--- src/rtl/gpio_defs_pkg.sv ---
// Shared GPIO definitions: switch count, debounce defaults and debounce state encoding.
package gpio_defs;

    localparam int unsigned GPIO_NUM_SW                  = 16;
    localparam int unsigned GPIO_DB_SYNC_STAGES_DEFAULT  = 2;
    localparam int unsigned GPIO_DB_TICK_DIV_DEFAULT     = 50000;
    localparam int unsigned GPIO_DB_STABLE_TICKS_DEFAULT = 10;

    typedef enum logic {
        DB_IDLE,
        DB_COUNT
    } type_db_state_e;

    // Counter width for a 0..n-1 range, never narrower than one bit.
    function automatic int unsigned db_cnt_width(input int unsigned n);
        return (n > 1) ? $clog2(n) : 1;
    endfunction

endpackage

--- src/rtl/gpio_db_cell.sv ---
// One switch bit: synchroniser chain, IDLE/COUNT debounce FSM and stability counter.
module gpio_db_cell
    import gpio_defs::*;
#(
    parameter int unsigned SYNC_STAGES  = GPIO_DB_SYNC_STAGES_DEFAULT,
    parameter int unsigned STABLE_TICKS = GPIO_DB_STABLE_TICKS_DEFAULT
) (
    input  logic clk,
    input  logic rst_n,
    input  logic tick,
    input  logic raw,
    output logic level,
    output logic change
);

    localparam int unsigned CW = $clog2(STABLE_TICKS + 1);
    localparam logic [CW-1:0] CNT_LAST = CW'(STABLE_TICKS - 1);

    logic [SYNC_STAGES-1:0] sync_q;
    logic                   sync;
    type_db_state_e         state;
    logic [CW-1:0]          cnt;

    always_ff @(posedge clk or negedge rst_n) begin
        if (!rst_n) begin
            sync_q <= '0;
        end else begin
            sync_q <= {sync_q[SYNC_STAGES-2:0], raw};
        end
    end

    assign sync = sync_q[SYNC_STAGES-1];

    // level and change are both registered here, so change is high exactly
    // in the first cycle the new level is visible.
    always_ff @(posedge clk or negedge rst_n) begin
        if (!rst_n) begin
            state  <= DB_IDLE;
            cnt    <= '0;
            level  <= 1'b0;
            change <= 1'b0;
        end else begin
            change <= 1'b0;
            if (tick) begin
                case (state)
                    DB_IDLE: begin
                        if (sync != level) begin
                            if (STABLE_TICKS == 1) begin
                                level  <= ~level;
                                change <= 1'b1;
                            end else begin
                                cnt   <= CW'(1);
                                state <= DB_COUNT;
                            end
                        end
                    end
                    DB_COUNT: begin
                        if (sync == level) begin
                            cnt   <= '0;
                            state <= DB_IDLE;
                        end else if (cnt == CNT_LAST) begin
                            level  <= ~level;
                            change <= 1'b1;
                            cnt    <= '0;
                            state  <= DB_IDLE;
                        end else begin
                            cnt <= cnt + CW'(1);
                        end
                    end
                    default: begin
                        cnt   <= '0;
                        state <= DB_IDLE;
                    end
                endcase
            end
        end
    end

endmodule

--- src/rtl/gpio_sw_debounce.sv ---
// Switch input conditioning: per-bit debounce cells sharing one sample-tick prescaler.
// Optional sticky pending flags and IRQ are enabled by defining GPIO_DEBOUNCE_IRQ_EN.
module gpio_sw_debounce
    import gpio_defs::*;
#(
    parameter int unsigned NUM_SW       = GPIO_NUM_SW,
    parameter int unsigned SYNC_STAGES  = GPIO_DB_SYNC_STAGES_DEFAULT,
    parameter int unsigned TICK_DIV     = GPIO_DB_TICK_DIV_DEFAULT,
    parameter int unsigned STABLE_TICKS = GPIO_DB_STABLE_TICKS_DEFAULT
) (
    input  logic              clk,
    input  logic              rst_n,
    input  logic [NUM_SW-1:0] gp_switch_raw_i,
    output logic [NUM_SW-1:0] gp_switch_o,
    output logic [NUM_SW-1:0] sw_change_o,
    input  logic [NUM_SW-1:0] sw_clr_i,
    output logic [NUM_SW-1:0] sw_pending_o,
    output logic              sw_irq_o
);

    localparam int unsigned TW = db_cnt_width(TICK_DIV);
    localparam logic [TW-1:0] TICK_LAST = TW'(TICK_DIV - 1);

    logic [TW-1:0] tick_cnt;
    logic          tick;

    always_ff @(posedge clk or negedge rst_n) begin
        if (!rst_n) begin
            tick_cnt <= '0;
        end else if (tick_cnt == TICK_LAST) begin
            tick_cnt <= '0;
        end else begin
            tick_cnt <= tick_cnt + TW'(1);
        end
    end

    assign tick = (tick_cnt == TICK_LAST);

    for (genvar i = 0; i < NUM_SW; i++) begin : g_cell
        gpio_db_cell #(
            .SYNC_STAGES  (SYNC_STAGES),
            .STABLE_TICKS (STABLE_TICKS)
        ) u_cell (
            .clk    (clk),
            .rst_n  (rst_n),
            .tick   (tick),
            .raw    (gp_switch_raw_i[i]),
            .level  (gp_switch_o[i]),
            .change (sw_change_o[i])
        );
    end

`ifdef GPIO_DEBOUNCE_IRQ_EN
    logic [NUM_SW-1:0] pending_q;
    logic [NUM_SW-1:0] pending_d;
    logic              irq_q;

    // Set term is OR'd after the clear so a coincident change wins.
    always_comb begin
        pending_d = (pending_q & ~sw_clr_i) | sw_change_o;
    end

    always_ff @(posedge clk or negedge rst_n) begin
        if (!rst_n) begin
            pending_q <= '0;
            irq_q     <= 1'b0;
        end else begin
            pending_q <= pending_d;
            irq_q     <= |pending_d;
        end
    end

    assign sw_pending_o = pending_q;
    assign sw_irq_o     = irq_q;
`else
    logic unused_clr;
    assign unused_clr   = ^sw_clr_i;
    assign sw_pending_o = '0;
    assign sw_irq_o     = 1'b0;
`endif

endmodule

--- config.mk ---
export PLATFORM = sky130hd
export DESIGN_NAME = gpio_sw_debounce
export DESIGN_NICKNAME = d
export VERILOG_FILES = /design/src/rtl/gpio_defs_pkg.sv /design/src/rtl/gpio_db_cell.sv /design/src/rtl/gpio_sw_debounce.sv
export SDC_FILE = /design/constraint.sdc
export NUM_CORES = 1
export LEC_CHECK = 0
export BUFFER_PORTS_ARGS = -buffer_cell sky130_fd_sc_hd__buf_4
export CAP_MARGIN = 25
export CORE_MARGIN = 3
export CORE_UTILIZATION = 64
export CTS_CLUSTER_DIAMETER = 50
export DETAILED_ROUTE_END_ITERATION = 16
export PLACE_DENSITY_LB_ADDON = 0.05
export SLEW_MARGIN = 25
export SYNTH_ARGS = -nofsm -noshare
export SYNTH_HDL_FRONTEND = slang
export SYNTH_SLANG_ARGS = --single-unit
--- constraint.sdc ---
create_clock -name clk -period 3.26 [get_ports clk]
set_input_delay 0.163 -clock clk [delete_from_list [all_inputs] [get_ports clk]]
set_output_delay 0.163 -clock clk [all_outputs]
set_load 0.02 [all_outputs]
==> results.toml, run 1 <==
[run_status]
status = "completed"

[yosys]
ys_types = 54
synth_edf_count = 0
synth_top_family_by_area = "simple AND/OR/NAND/NOR gates"
ys_top_cells_by_area = "dfrtp_1, ha_1, buf_4"
yosysTopAreaCell = "dfrtp_1"
mappedNetlistArea_sq_um = 7790
synth_top_area_share = 0.514
yosysWarnings = 0
syn_area_per_cell_sq_um = 10.8
synthCells = 719
synth_compound_area_frac = 0.132
yosysSeqAreaShare = 0.514
synthSimpleGateAreaFrac = 0.163
ys_ff_latch = 160
synthAdderAreaFrac = 0.0530
synth_xor_area_frac = 0.0326
synthMuxAreaShare = 0.0328
synth_flop_cell = "dfrtp_1"
async_flop_share = 1.00

[floorplanning]
core_region_area_sq_um = 11700
die_y_um = 116
floorplan.initialDensity = 0.668
rows = 39
die_width_um = 116
fp.dieArea_sq_um = 13500
ioPinCount = 83

[final_layout]
area_delta_synth_final_pct = 13.1
nNetsFinal = 829
antennaDiodeCount = 0
fin_util = 0.756
final_common_cell = "dfrtp_1"
final_cell_mix = "dfrtp_1, nand2_1, nand3_1"
layout-drive-gt1-share = 0.146

[worst_hold_path]
hold_class = "reg -> reg"
hold_depth = 0
min-delay-start = "g_cell[1].u_cell.sync_q[0]"

[place]
portBuffers = 49
hpwlAfterDp_um = 9230
gp_congestion = 0.807

[drt]
drtIter0Drc = 418
viasPerCell = 5.89
wirelength_um = 14000
avgRoutedWirePerCell_um = 15.2
route.vias.total = 5409
drc = 0
first_pass_iters = 4
ant_nets = 0

[worst_setup_path]
worstPathMaxFanout = 38
reg2reg_depth = 6
worst_setup_path_start_kind = "flop"
crit_chain = "ha_1 > and3_1 > and4_2 > buf_12 > nand3_1 > mux2_1"
crit_required_ns = 3.56
cp.arrival_ns = 2.71
path_class = "reg -> reg"
path_buf_inv = 1
crit_start = "tick_cnt[0]"
worst-path-stages = 6
crit_slowest_cell = "and4_2"
end_kind = "flop"
cp_slowest_stage_delay_ns = 0.74
rr_startpoint = "tick_cnt[0]"
cp_top_family = "simple AND/OR/NAND/NOR gates"

[sta]
min_period_ns = 2.41
slew_viol_final = 0
relSlewSlack = 0.499
hold_viol = 0
fmax_mhz = 414
finalSetupViolCount = 0
skew_ns = 0.0131
rsz0062_at_grt = "false"
fin_hold_ws_ns = 0.347
tns_ns = 0
min_period_over_period = 0.740
worstMarginPinSlew_ns = 0.751

[cts]
clk_pin_slew_worst_paths_ns = 0.06
ctsHoldBuffers = 17
cts_tree = "done"
clockRootBuffer = "clkbuf_16"
ctsResizeCount = 0
cts_buffers = 17
worstSkewPairLatency_ns = 0.43
postCtsSetupBuffers = 0
htree_levels = 4
clk_path_buf_depth = 2
cts_sinks = 160

[power]
powerDensity_nw_per_um2 = 477
power_uw = 4210
p_leak_uw = 0.00415
peakVddDrop_mv = 0.414

[global_route]
grt_pass1_wl_um = 24300
grt_max_degree = 85
gr-total-overflow = 0
grt_antenna_before_repair = 0
grt_usage = 0.226
first_global_vias = 5475

[flow_run]
maxCapViolCount = 0
-- power by group --
group	internal, uW	leakage, uW	total (uW)	switching [uW]
Sequential	2010	0.00215	2020	9.44
Combinational	33.5	0.00169	103	69.9
Clock	1300	0.000306	2090	789
-- kinds of logic (layout without fill, tap and decap cells) --
logic type                 after synthesis  count (layout)
other                                    1              17
xor gates and xnor gates                29              29
adders and majority gates               33              33
buffers and inverters                   95             135
muxes                                   23              23
DFF                                    160             160
and+or+nand+nor                        237             237
AOI/OAI and AO/OA                      141             141
-- flip-flops by register name (all words and copies together), names as in the netlist --
register and cells:
g_cell.u_cell.level 16, g_cell.u_cell.change 16, g_cell.u_cell.cnt 64, tick_cnt 16
g_cell.u_cell.state 16, g_cell.u_cell.sync_q 32
-- synthesized netlist by cell type, drive strengths merged (2+ instances only) --
cell,n
dfrtp,160
buf,63
nand2,58
nand3,56
ha,33
inv,29
nor2,28
o2bb2ai,26
mux2,20
xor2,20
o21ai,18
a21o,17
nor2b,17
a21oi,16
nor4,14
and3b,13
o31a,12
nand2b,11
nor3,10
a22o,9
a31oi,9
xnor2,9
and3,8
o21a,8
a211oi,7
a22oi,6
and2,4
nand4,4
o31ai,4
a32o,3
clkbuf,3
mux2i,3
nand3b,3
o22ai,3
and4,2
and4bb,2
nor4b,2
o211ai,2
-- worst paths after layout --
path,slack (ns),endpoint
worst max-delay path,0.85,g_cell[10].u_cell.level
worst min-delay path,0.35,g_cell[1].u_cell.sync_q[1]
worst max register to register,0.85,g_cell[10].u_cell.level
worst min register to register,0.35,g_cell[1].u_cell.sync_q[1]
max in group asynchronous,2.02,g_cell[3].u_cell.cnt[3]
min in group asynchronous,0.36,g_cell[6].u_cell.cnt[2]
-- worst reg2reg max path, cell delays in order, from the launching register on --
cell     delay [ns]
dfrtp_1        0.38
ha_1           0.21
and3_1         0.23
and4_2         0.74
buf_12         0.27
nand3_1        0.14
mux2_1         0.33
-- through the flow --
step / std cells / area, sq um / setup slack, ns
detailed placement: 869 / 8020 / 0.847
global placement: 869 / 8020 / 0.906
global route: 918 / 8810 / 0.645
finish: 918 / 8810 / 0.846
floorplan: 735 / 7850 / 1.48
CTS: 918 / 8810 / 0.831
-- layer usage --
metal | routed length, um | track usage | vias up
met4 | 194 | 0.0913 | 0
met2 | 7220 | 0.386 | 105
met1 | 6100 | 0.279 | 2694
li1 | - | - | 2591
met3 | 477 | 0.0523 | 19
met5 | 0 | 0 | -
-- area by class of cell --
class,instances,area (sq um)
multi-input cells,480,3280
well taps,143,179
fillers,802,2850
flip-flops and latches,160,4000
clock buffers,18,439
clock inverters,14,186
inverters,29,109
repair buffers,74,614
Note: power is estimated with default switching activity, not from simulation.
==> inputs of run 2 (changes only) <==
- CORE_UTILIZATION: 64 -> 59
- clock period: 3.26 -> 2.3 ns (I/O delays scaled with it)
==> run 2 against run 1 <==
Net effect:
- register-to-register slack got worse by 0.58 ns
- first-iteration DRC count fell by 18%
- sequential power rose by 42%
- utilization fell by 5.9 points
==> results.toml, run 2 (synthesis results as in run 1) <==
[final_layout]
layout-drive-gt1-share = 0.145
nNetsFinal = 828
final_cell_mix = "dfrtp_1, nand2_1, nand3_1"
area_delta_synth_final_pct = 14.3
largest_register = "g_cell.u_cell.cnt"
multi_input_area_sq_um = 3280
final.fill_count = 941
stdcell_area_sq_um = 8900
top_regs = "g_cell.u_cell.cnt (64), g_cell.u_cell.sync_q (32)"
final_common_cell = "dfrtp_1"
regArea_sq_um = 4000
largest_register_ffs = 64
antennaDiodeCount = 0

[floorplanning]
core_region_area_sq_um = 12800
ioPinCount = 83
rows = 41
die_width_um = 121
fp.dieArea_sq_um = 14600
floorplan.initialDensity = 0.610
die_y_um = 121

[cts]
postCtsSetupBuffers = 0
clk_path_buf_depth = 2
cts_sinks = 160
cts_buffers = 17
clockRootBuffer = "clkbuf_16"
worstSkewPairLatency_ns = 0.43
cts_tree = "done"
htree_levels = 4
clk_pin_slew_worst_paths_ns = 0.06

[worst_setup_path]
end_kind = "flop"
path_class = "reg -> reg"
cp.arrival_ns = 2.34
worst_setup_path_start_kind = "flop"
crit_required_ns = 2.61
worstPathMaxFanout = 46

[power]
p_leak_uw = 0.00415
p_clk_frac = 0.499
peakVddDrop_mv = 0.945
powerDensity_nw_per_um2 = 674
power_uw = 6000
switching_share = 0.206
p_seq_frac = 0.476
switchingPower_uw = 1240
internal_power_uw = 4770
combPwrFrac = 0.025

[drt]
avgRoutedWirePerCell_um = 14.3
route.vias.total = 5313
wirelength_um = 13500
drc = 0
viasPerCell = 5.62
drtIter0Drc = 344
first_pass_iters = 4
ant_nets = 0

[sta]
rsz0062_at_grt = "false"
skew_ns = 0.00564
min_period_ns = 2.03
tns_ns = 0
relSlewSlack = 0.586
min_period_over_period = 0.884
finalSetupViolCount = 0
fmax_mhz = 492
fin_hold_ws_ns = 0.249
worstMarginPinSlew_ns = 0.622
hold_viol = 0
slew_viol_final = 0

[global_route]
grt_pass1_wl_um = 23500
grt_usage = 0.198
first_global_vias = 5317
grt_antenna_before_repair = 0
gr-total-overflow = 0
grt_max_degree = 69

[place]
place_area_sq_um = 8100
portBuffers = 49
gp_congestion = 0.774
hpwlAfterDp_um = 8810

[worst_hold_path]
hold_class = "in -> async"

[run_status]
status = "completed"

[flow_run]
maxCapViolCount = 0
run 2: cell types whose count changed in the layout (fill, tap and decap cells not counted), sizes merged:
cell      before  now
buf           57   56
inv           31   30
clkinvlp       2    5
clkinv         6    3
clkbuf        18   19
run 2: power by group through the flow:
stage	clock network (uW)	registers (uW)	logic (uW)
3_3_place_gp	0	2910	131
3_5_place_dp	0	2910	134
6_report	2990	2860	153
2_1_floorplan	0	2910	63.2
5_1_grt	3170	2860	173
4_1_cts	3050	2860	157
run 2: path summary, 6_finish.rpt:
| check | start | to | slack, ns | cells after the start |
|---|---|---|---|---|
| setup / recovery | tick_cnt[0] | g_cell[13].u_cell.cnt[3] | 0.27 | 6 |
| hold reg to reg | g_cell[1].u_cell.sync_q[0] | g_cell[1].u_cell.sync_q[1] | 0.34 | 0 |
| hold / removal | rst_n | g_cell[10].u_cell.change | 0.25 | 2 |
| setup reg to reg | tick_cnt[0] | g_cell[13].u_cell.cnt[3] | 0.27 | 6 |
| min in group clk | gp_switch_raw_i[8] | g_cell[8].u_cell.sync_q[0] | 0.33 | 2 |
| max in group asynchronous | rst_n | g_cell[3].u_cell.state | 1.37 | 3 |
run 2: metal layers:
metal | share of wire | GRT usage | up-vias
met5 | 0 | 0 | -
met2 | 0.50 | 0.333 | 82
met1 | 0.46 | 0.246 | 2637
met4 | 0.0096 | 0.0814 | 0
li1 | - | - | 2582
met3 | 0.036 | 0.0476 | 12
run 2: cell type report:
type / instances / area share
inverter: 29 / 0.0122
timing repair buffer: 73 / 0.0738
clock buffer: 19 / 0.0509
multi-input combinational: 480 / 0.368
sequential: 160 / 0.450
clock inverter: 13 / 0.0208
tap: 172 / 0.0242
run 2: through the flow:
step / setup WS (ns) / instances / util
CTS: 0.264 / 946 / 0.697
global placement: 0.388 / 897 / 0.634
finish: 0.266 / 946 / 0.697
floorplan: 0.521 / 735 / -
detailed placement: 0.322 / 897 / 0.634
global route: 0.138 / 946 / 0.697
run 2: worst max-delay path, cell delays in order, from the launching register on:
cell,delay (ns)
dfrtp_1,0.39
ha_1,0.22
and3_1,0.23
and4_2,0.30
buf_12,0.22
o21ai_1,0.16
a221o_1,0.38
run 2: timing repair:
| action | CTS | global route |
|---|---|---|
| resized for setup | 0 | 0 |
| hold buffers | 17 | 0 |
| hold endpoints to repair | 81 | 0 |
